$ cat src/rtl/id_stage.sv
// Decode / register-fetch stage: 32-bit MIPS decode plus 32x32 register file with
// same-cycle writeback bypass, feeding an ID/EX register with stall and flush.
module id_stage #(
    parameter int WIDTH = 32,
    parameter int NREGS = 32
) (
    input  logic             clk,
    input  logic             rst,
    input  logic [31:0]      instr,
    input  logic             instr_valid,
    input  logic             stall,
    input  logic             flush,
    input  logic             wb_en,
    input  logic [4:0]       wb_addr,
    input  logic [WIDTH-1:0] wb_data,
    output logic             ALUSrc,
    output logic [3:0]       ALUOp,
    output logic [15:0]      Immediate,
    output logic [WIDTH-1:0] Reg1,
    output logic [WIDTH-1:0] Reg2,
    output logic [4:0]       WriteReg,
    output logic             RegWrite,
    output logic             MemRead,
    output logic             MemWrite,
    output logic             MemToReg,
    output logic [1:0]       Branch,
    output logic             ex_valid,
    output logic             illegal
);

    typedef enum logic [5:0] {
        OP_RTYPE = 6'b000000,
        OP_ADDI  = 6'b001000,
        OP_ANDI  = 6'b001100,
        OP_ORI   = 6'b001101,
        OP_XORI  = 6'b001110,
        OP_SLTI  = 6'b001010,
        OP_LUI   = 6'b001111,
        OP_LW    = 6'b100011,
        OP_SW    = 6'b101011,
        OP_BEQ   = 6'b000100,
        OP_BNE   = 6'b000101
    } opcode_e;

    typedef struct packed {
        logic             alusrc;
        logic [3:0]       aluop;
        logic [15:0]      imm;
        logic [WIDTH-1:0] reg1;
        logic [WIDTH-1:0] reg2;
        logic [4:0]       wreg;
        logic             regwrite;
        logic             memread;
        logic             memwrite;
        logic             memtoreg;
        logic [1:0]       branch;
        logic             valid;
        logic             illegal;
    } idex_t;

    logic [WIDTH-1:0] rf_q [NREGS];
    logic [4:0]       rs, rt;
    logic [WIDTH-1:0] rd1, rd2;
    opcode_e          op;
    idex_t            dec, idex_d, idex_q;
    logic             legal;

    assign rs = instr[25:21];
    assign rt = instr[20:16];
    assign op = opcode_e'(instr[31:26]);

    // r0 is never written, so it always reads back as zero; bypass skips r0 too.
    assign rd1 = (wb_en && wb_addr != '0 && wb_addr == rs) ? wb_data : rf_q[rs];
    assign rd2 = (wb_en && wb_addr != '0 && wb_addr == rt) ? wb_data : rf_q[rt];

    always_ff @(posedge clk or posedge rst) begin
        if (rst) begin
            for (int unsigned i = 0; i < NREGS; i++) rf_q[i] <= '0;
        end else if (wb_en && wb_addr != '0) begin
            rf_q[wb_addr] <= wb_data;
        end
    end

    always_comb begin
        dec       = '0;
        legal     = 1'b1;
        dec.imm   = instr[15:0];
        dec.reg1  = rd1;
        dec.reg2  = rd2;
        dec.valid = 1'b1;
        case (op)
            OP_RTYPE: begin dec.aluop = 4'b0010; dec.wreg = instr[15:11]; dec.regwrite = 1'b1; end
            OP_ADDI:  begin dec.aluop = 4'b0000; dec.alusrc = 1'b1; dec.wreg = rt; dec.regwrite = 1'b1; end
            OP_ANDI:  begin dec.aluop = 4'b0011; dec.alusrc = 1'b1; dec.wreg = rt; dec.regwrite = 1'b1; end
            OP_ORI:   begin dec.aluop = 4'b0100; dec.alusrc = 1'b1; dec.wreg = rt; dec.regwrite = 1'b1; end
            OP_XORI:  begin dec.aluop = 4'b0110; dec.alusrc = 1'b1; dec.wreg = rt; dec.regwrite = 1'b1; end
            OP_SLTI:  begin dec.aluop = 4'b0101; dec.alusrc = 1'b1; dec.wreg = rt; dec.regwrite = 1'b1; end
            OP_LUI:   begin dec.aluop = 4'b0111; dec.alusrc = 1'b1; dec.wreg = rt; dec.regwrite = 1'b1; end
            OP_LW: begin
                dec.aluop    = 4'b0000;
                dec.alusrc   = 1'b1;
                dec.wreg     = rt;
                dec.regwrite = 1'b1;
                dec.memread  = 1'b1;
                dec.memtoreg = 1'b1;
            end
            OP_SW:    begin dec.aluop = 4'b0000; dec.alusrc = 1'b1; dec.memwrite = 1'b1; end
            OP_BEQ:   begin dec.aluop = 4'b0001; dec.branch = 2'b01; end
            OP_BNE:   begin dec.aluop = 4'b0001; dec.branch = 2'b10; end
            default:  legal = 1'b0;
        endcase
    end

    always_comb begin
        idex_d = idex_q;
        if (flush) begin
            idex_d = '0;
        end else if (stall) begin
            idex_d.illegal = 1'b0;
        end else if (!instr_valid) begin
            idex_d = '0;
        end else if (legal) begin
            idex_d = dec;
        end else begin
            idex_d         = '0;
            idex_d.illegal = 1'b1;
        end
    end

    always_ff @(posedge clk or posedge rst) begin
        if (rst) idex_q <= '0;
        else     idex_q <= idex_d;
    end

    assign ALUSrc    = idex_q.alusrc;
    assign ALUOp     = idex_q.aluop;
    assign Immediate = idex_q.imm;
    assign Reg1      = idex_q.reg1;
    assign Reg2      = idex_q.reg2;
    assign WriteReg  = idex_q.wreg;
    assign RegWrite  = idex_q.regwrite;
    assign MemRead   = idex_q.memread;
    assign MemWrite  = idex_q.memwrite;
    assign MemToReg  = idex_q.memtoreg;
    assign Branch    = idex_q.branch;
    assign ex_valid  = idex_q.valid;
    assign illegal   = idex_q.illegal;

endmodule
$ cat config.mk
export PLATFORM = sky130hd
export DESIGN_NAME = id_stage
export DESIGN_NICKNAME = d
export VERILOG_FILES = /design/src/rtl/id_stage.sv
export SDC_FILE = /design/constraint.sdc
export NUM_CORES = 2
export LEC_CHECK = 0
export BUFFER_PORTS_ARGS = -buffer_cell sky130_fd_sc_hd__buf_2
export CORE_MARGIN = 2
export CORE_UTILIZATION = 40
export DETAILED_ROUTE_END_ITERATION = 8
export PLACE_DENSITY = 0.61
export SLEW_MARGIN = 20
export SYNTH_ARGS = -nofsm -noshare
export SYNTH_HDL_FRONTEND = slang
export SYNTH_SLANG_ARGS = --single-unit
$ cat constraint.sdc
create_clock -name clk -period 40 [get_ports clk]
set_input_delay 8 -clock clk [delete_from_list [all_inputs] [get_ports clk]]
set_output_delay 8 -clock clk [all_outputs]
set_load 0.005 [all_outputs]
==> results_dict.tcl <==
set metrics [dict create \
    postCtsSetupRepairBufs 0 \
    start_util_pct 40.3 \
    grt_use_met2_pct 41.1 \
    fp.dieW_um 390 \
    setup_viol 0 \
    leakagePower_nw 28.8 \
    switching_share_pct 28.3 \
    powerDensity_nw_per_um2 49.5 \
    rsz0062_at_grt "no" \
    slew_violations 0 \
    areaGrowthSynthToFinish_pct 10.2 \
    nets 5066 \
    use_met1_pct 38.1 \
    via_per_inst 6.39 \
    finalSetupTns_ps 0 \
    comb_power_share_pct 18.9 \
    ant_nets 0 \
    cp_max_fo 85 \
    synthDistinctLibCells 44 \
    synth_xor_xnor_area_share_pct 0.147 \
    htree_levels 3 \
    max_cap_viol_count 0 \
    grt_use_total_pct 27.4 \
    synthAdderAreaFrac_pct 0 \
    synth-compound-area-share_pct 9.90 \
    numCtsBuffers 119 \
    routedWlPerCell_um 30.2 \
    ys.flop_type "dfrtp_1" \
    max_stage_delay_ps 970 \
    busiest_layer "met2" \
    n_fill_cell 13500 \
    holdBufCountCts 0 \
    vias 44900 \
    globalplace.congestion 0.806 \
    grt_pass1_wl_um 309000 \
    startpoint_type "input port" \
    multi_input_area_um2 29300 \
    synth.area.mux_share_pct 31.7 \
    async_flop_share_pct 100 \
    grt_pass1_vias 44100 \
    status "complete, no violations" \
    grt_max_degree 168 \
    clockBufferDepth 3 \
    use_met3_pct 6.59 \
    ys_warn_count 0 \
    p_int_mw 2.33 \
    wl_um 212000 \
    synth_top_area_share_pct 47.1 \
    synth.area.top_cells "dfrtp_1 (47%), mux2_2 (24%), mux4_2 (5.2%), o22ai_1 (3.9%), o21ai_0 (3.1%)" \
    core_um2 148000 \
    cts_tree "yes" \
    crit_top_cell "buf_4" \
    min_period_ps 11940 \
    synth_top_family_by_area "multiplexers" \
    ys_seq_elements 1120 \
    hpwl_um 110000 \
    cts.sinks 1120 \
    synthesis.area_um2 59500 \
    crit_arrival_ps 12570 \
    first_pass_iters 5 \
    synthesis.nets 5255 \
    drc 0 \
    vdd_ir_drop_max_mv 0.0418 \
    portBuffers 171 \
    path_class "input port to register" \
    path_clk_slew_ps 60 \
    crit_path_end_kind "register" \
    num_rows 141 \
    grt_overflow 0 \
    slew_headroom_pct 16.4 \
    yosys.area_share.simple_pct 6.85 \
    synth_sequential_area_ratio_pct 47.1 \
    yosysTopAreaCell "dfrtp_1" \
    finalHoldViolations 0 \
    synthCells 5180 \
    r2r_slack_ps 38090 \
    drive_gt1_share_pct 37.2 \
    clockPowerShare_pct 35.6 \
    clock_latency_ps 770 \
    p_sw_mw 0.919 \
    die_area_um2 152000 \
    die_h_um 390 \
    hold_ws_ps 393 \
    critPathSlowestCell "buf_4" \
    io_pins 173 \
    ff_latch_area_um2 28000 \
    path_buf_inv 4 \
    synth_edf_count 0 \
    clock-skew-final_ps 36.4 \
    worst-slew-pin-transition_ps 1250 \
    cp.required_ps 40630 \
    fmax_mhz 83.8 \
    hold_class "register to register" \
    cts_root_buf "clkbuf_16" \
    cp_cell_sequence "buf_8 > buf_4 > buf_4 > buf_4 > mux2_2 > o22ai_1 > nor3_1 > nor4_1 > a21oi_1" \
    min_period_over_period_pct 29.8 \
    p_seq_share_pct 45.5 \
    post_cts_resized 0 \
    drtIter0Drc 5029 \
    crit_family "buffers and inverters" \
    grt_antenna_before_repair 15 \
    syn_avg_cell_area_um2 11.5 \
]
[cell type report]
cell class	count	share of cell area, %
multi-input cells	3461	44.6
flip-flops and latches	1120	42.8
clock buffers	185	5.56
well taps	1930	3.68
repair buffers	253	2.47
clock inverters	36	0.640
inverters	36	0.218
diodes	6	0.0229
[synth_stat cells, types with 4 or more instances]
library cell  count
mux2_2         1244
dfrtp_1        1120
nand2_1         465
o22ai_1         375
o21ai_0         370
clkbuf_1        330
nor3_1          190
buf_2           183
a21oi_1         160
mux4_2          137
mux2_1          127
a22oi_1          66
nand4_1          63
nor4_1           63
nor2_1           54
inv_1            36
mux2i_1          31
a22o_1           26
buf_4            25
buf_1            24
nand3_1          11
nand2b_1         10
o21ai_1          10
xor2_1           10
or2_2             7
nor2b_1           6
a211oi_1          5
a32o_1            4
and3_1            4
nand3b_1          4
[stage by stage]
| step | worst slack (ps) | power, mW | instance area, um2 | util [%] | std cells |
|---|---|---|---|---|---|
| final | 28060 | 3.24 | 65500 | 44.4 | 7027 |
| after global routing | 27910 | 3.38 | 65500 | 44.4 | 7022 |
| after floorplan | 462 | 1.93 | 59500 | - | 5180 |
| after detailed placement | 27350 | 2.09 | 61400 | 41.6 | 6799 |
| after CTS | 28180 | 3.25 | 65500 | 44.3 | 7020 |
| after global placement | 27410 | 2.07 | 61400 | 41.6 | 6797 |
[worst paths after layout]
path | startpoint | cells after the start | endpoint
setup reg to reg | rf_q[857] | 5 | Reg2[25]
max in group asynchronous | rst | 5 | rf_q[525]
hold reg to reg | rf_q[1013] | 0 | rf_q[1013]
hold / removal | rf_q[1013] | 0 | rf_q[1013]
min in group asynchronous | rst | 2 | WriteReg[3]
setup / recovery | instr[22] | 9 | Reg1[13]
[state kept, by name (all words and copies together) (netlist names), 2 cells and up]
signal / count
WriteReg: 5
rf_q: 1024
Immediate: 16
Branch: 2
Reg1: 32
Reg2: 32
ALUOp: 3
[power by group through the flow]
stage	clock network, mW	logic [mW]	registers, mW
6_report	1.16	0.612	1.48
5_1_grt	1.22	0.665	1.50
4_1_cts	1.17	0.606	1.47
3_5_place_dp	0	0.604	1.49
3_3_place_gp	0	0.588	1.48
2_1_floorplan	0	0.488	1.44
[layer usage]
metal / vias up / routed length, um
li1: 18700 / -
met1: 23300 / 89600
met2: 2368 / 92100
met3: 527 / 20800
met4: 18 / 9400
met5: - / 106
[worst reg2reg max path, delay by kind of cell, from the launching register on]
family	cells	cell delay [ps]
simple gates	2	790
flops	1	400
compound gates	2	290
mux	1	270
[cell usage in the layout, fill, tap and decap left out, types with 5 or more instances in the layout]
cell type / instances
bufinv_16: 7
nand4_1: 63
a22o_1: 26
nand3_1: 11
buf_2: 165
nor3_1: 190
clkbuf_8: 40
nor2b_1: 5
nor2_1: 40
or2_2: 5
inv_6: 5
a22oi_1: 66
a21oi_1: 160
diode_2: 6
mux4_2: 137
nand2_1: 446
mux2_2: 1244
clkbuf_1: 25
inv_1: 34
mux2i_1: 31
clkinv_2: 19
xor2_1: 10
o21ai_0: 370
buf_4: 77
nand2_4: 15
nor2_4: 14
o22ai_1: 375
o21ai_1: 10
nor4_1: 63
clkbuf_16: 120
dfrtp_1: 1120
mux2_1: 127
[kinds of logic after synthesis]
kind of cell,after synthesis
flip-flops,1120
buffers and inverters,599
other,1
AND/OR/NAND/NOR,890
multiplexers,1539
AO/OA/AOI/OAI,1021
XOR/XNOR,10
(Power assumes the default switching activity.)
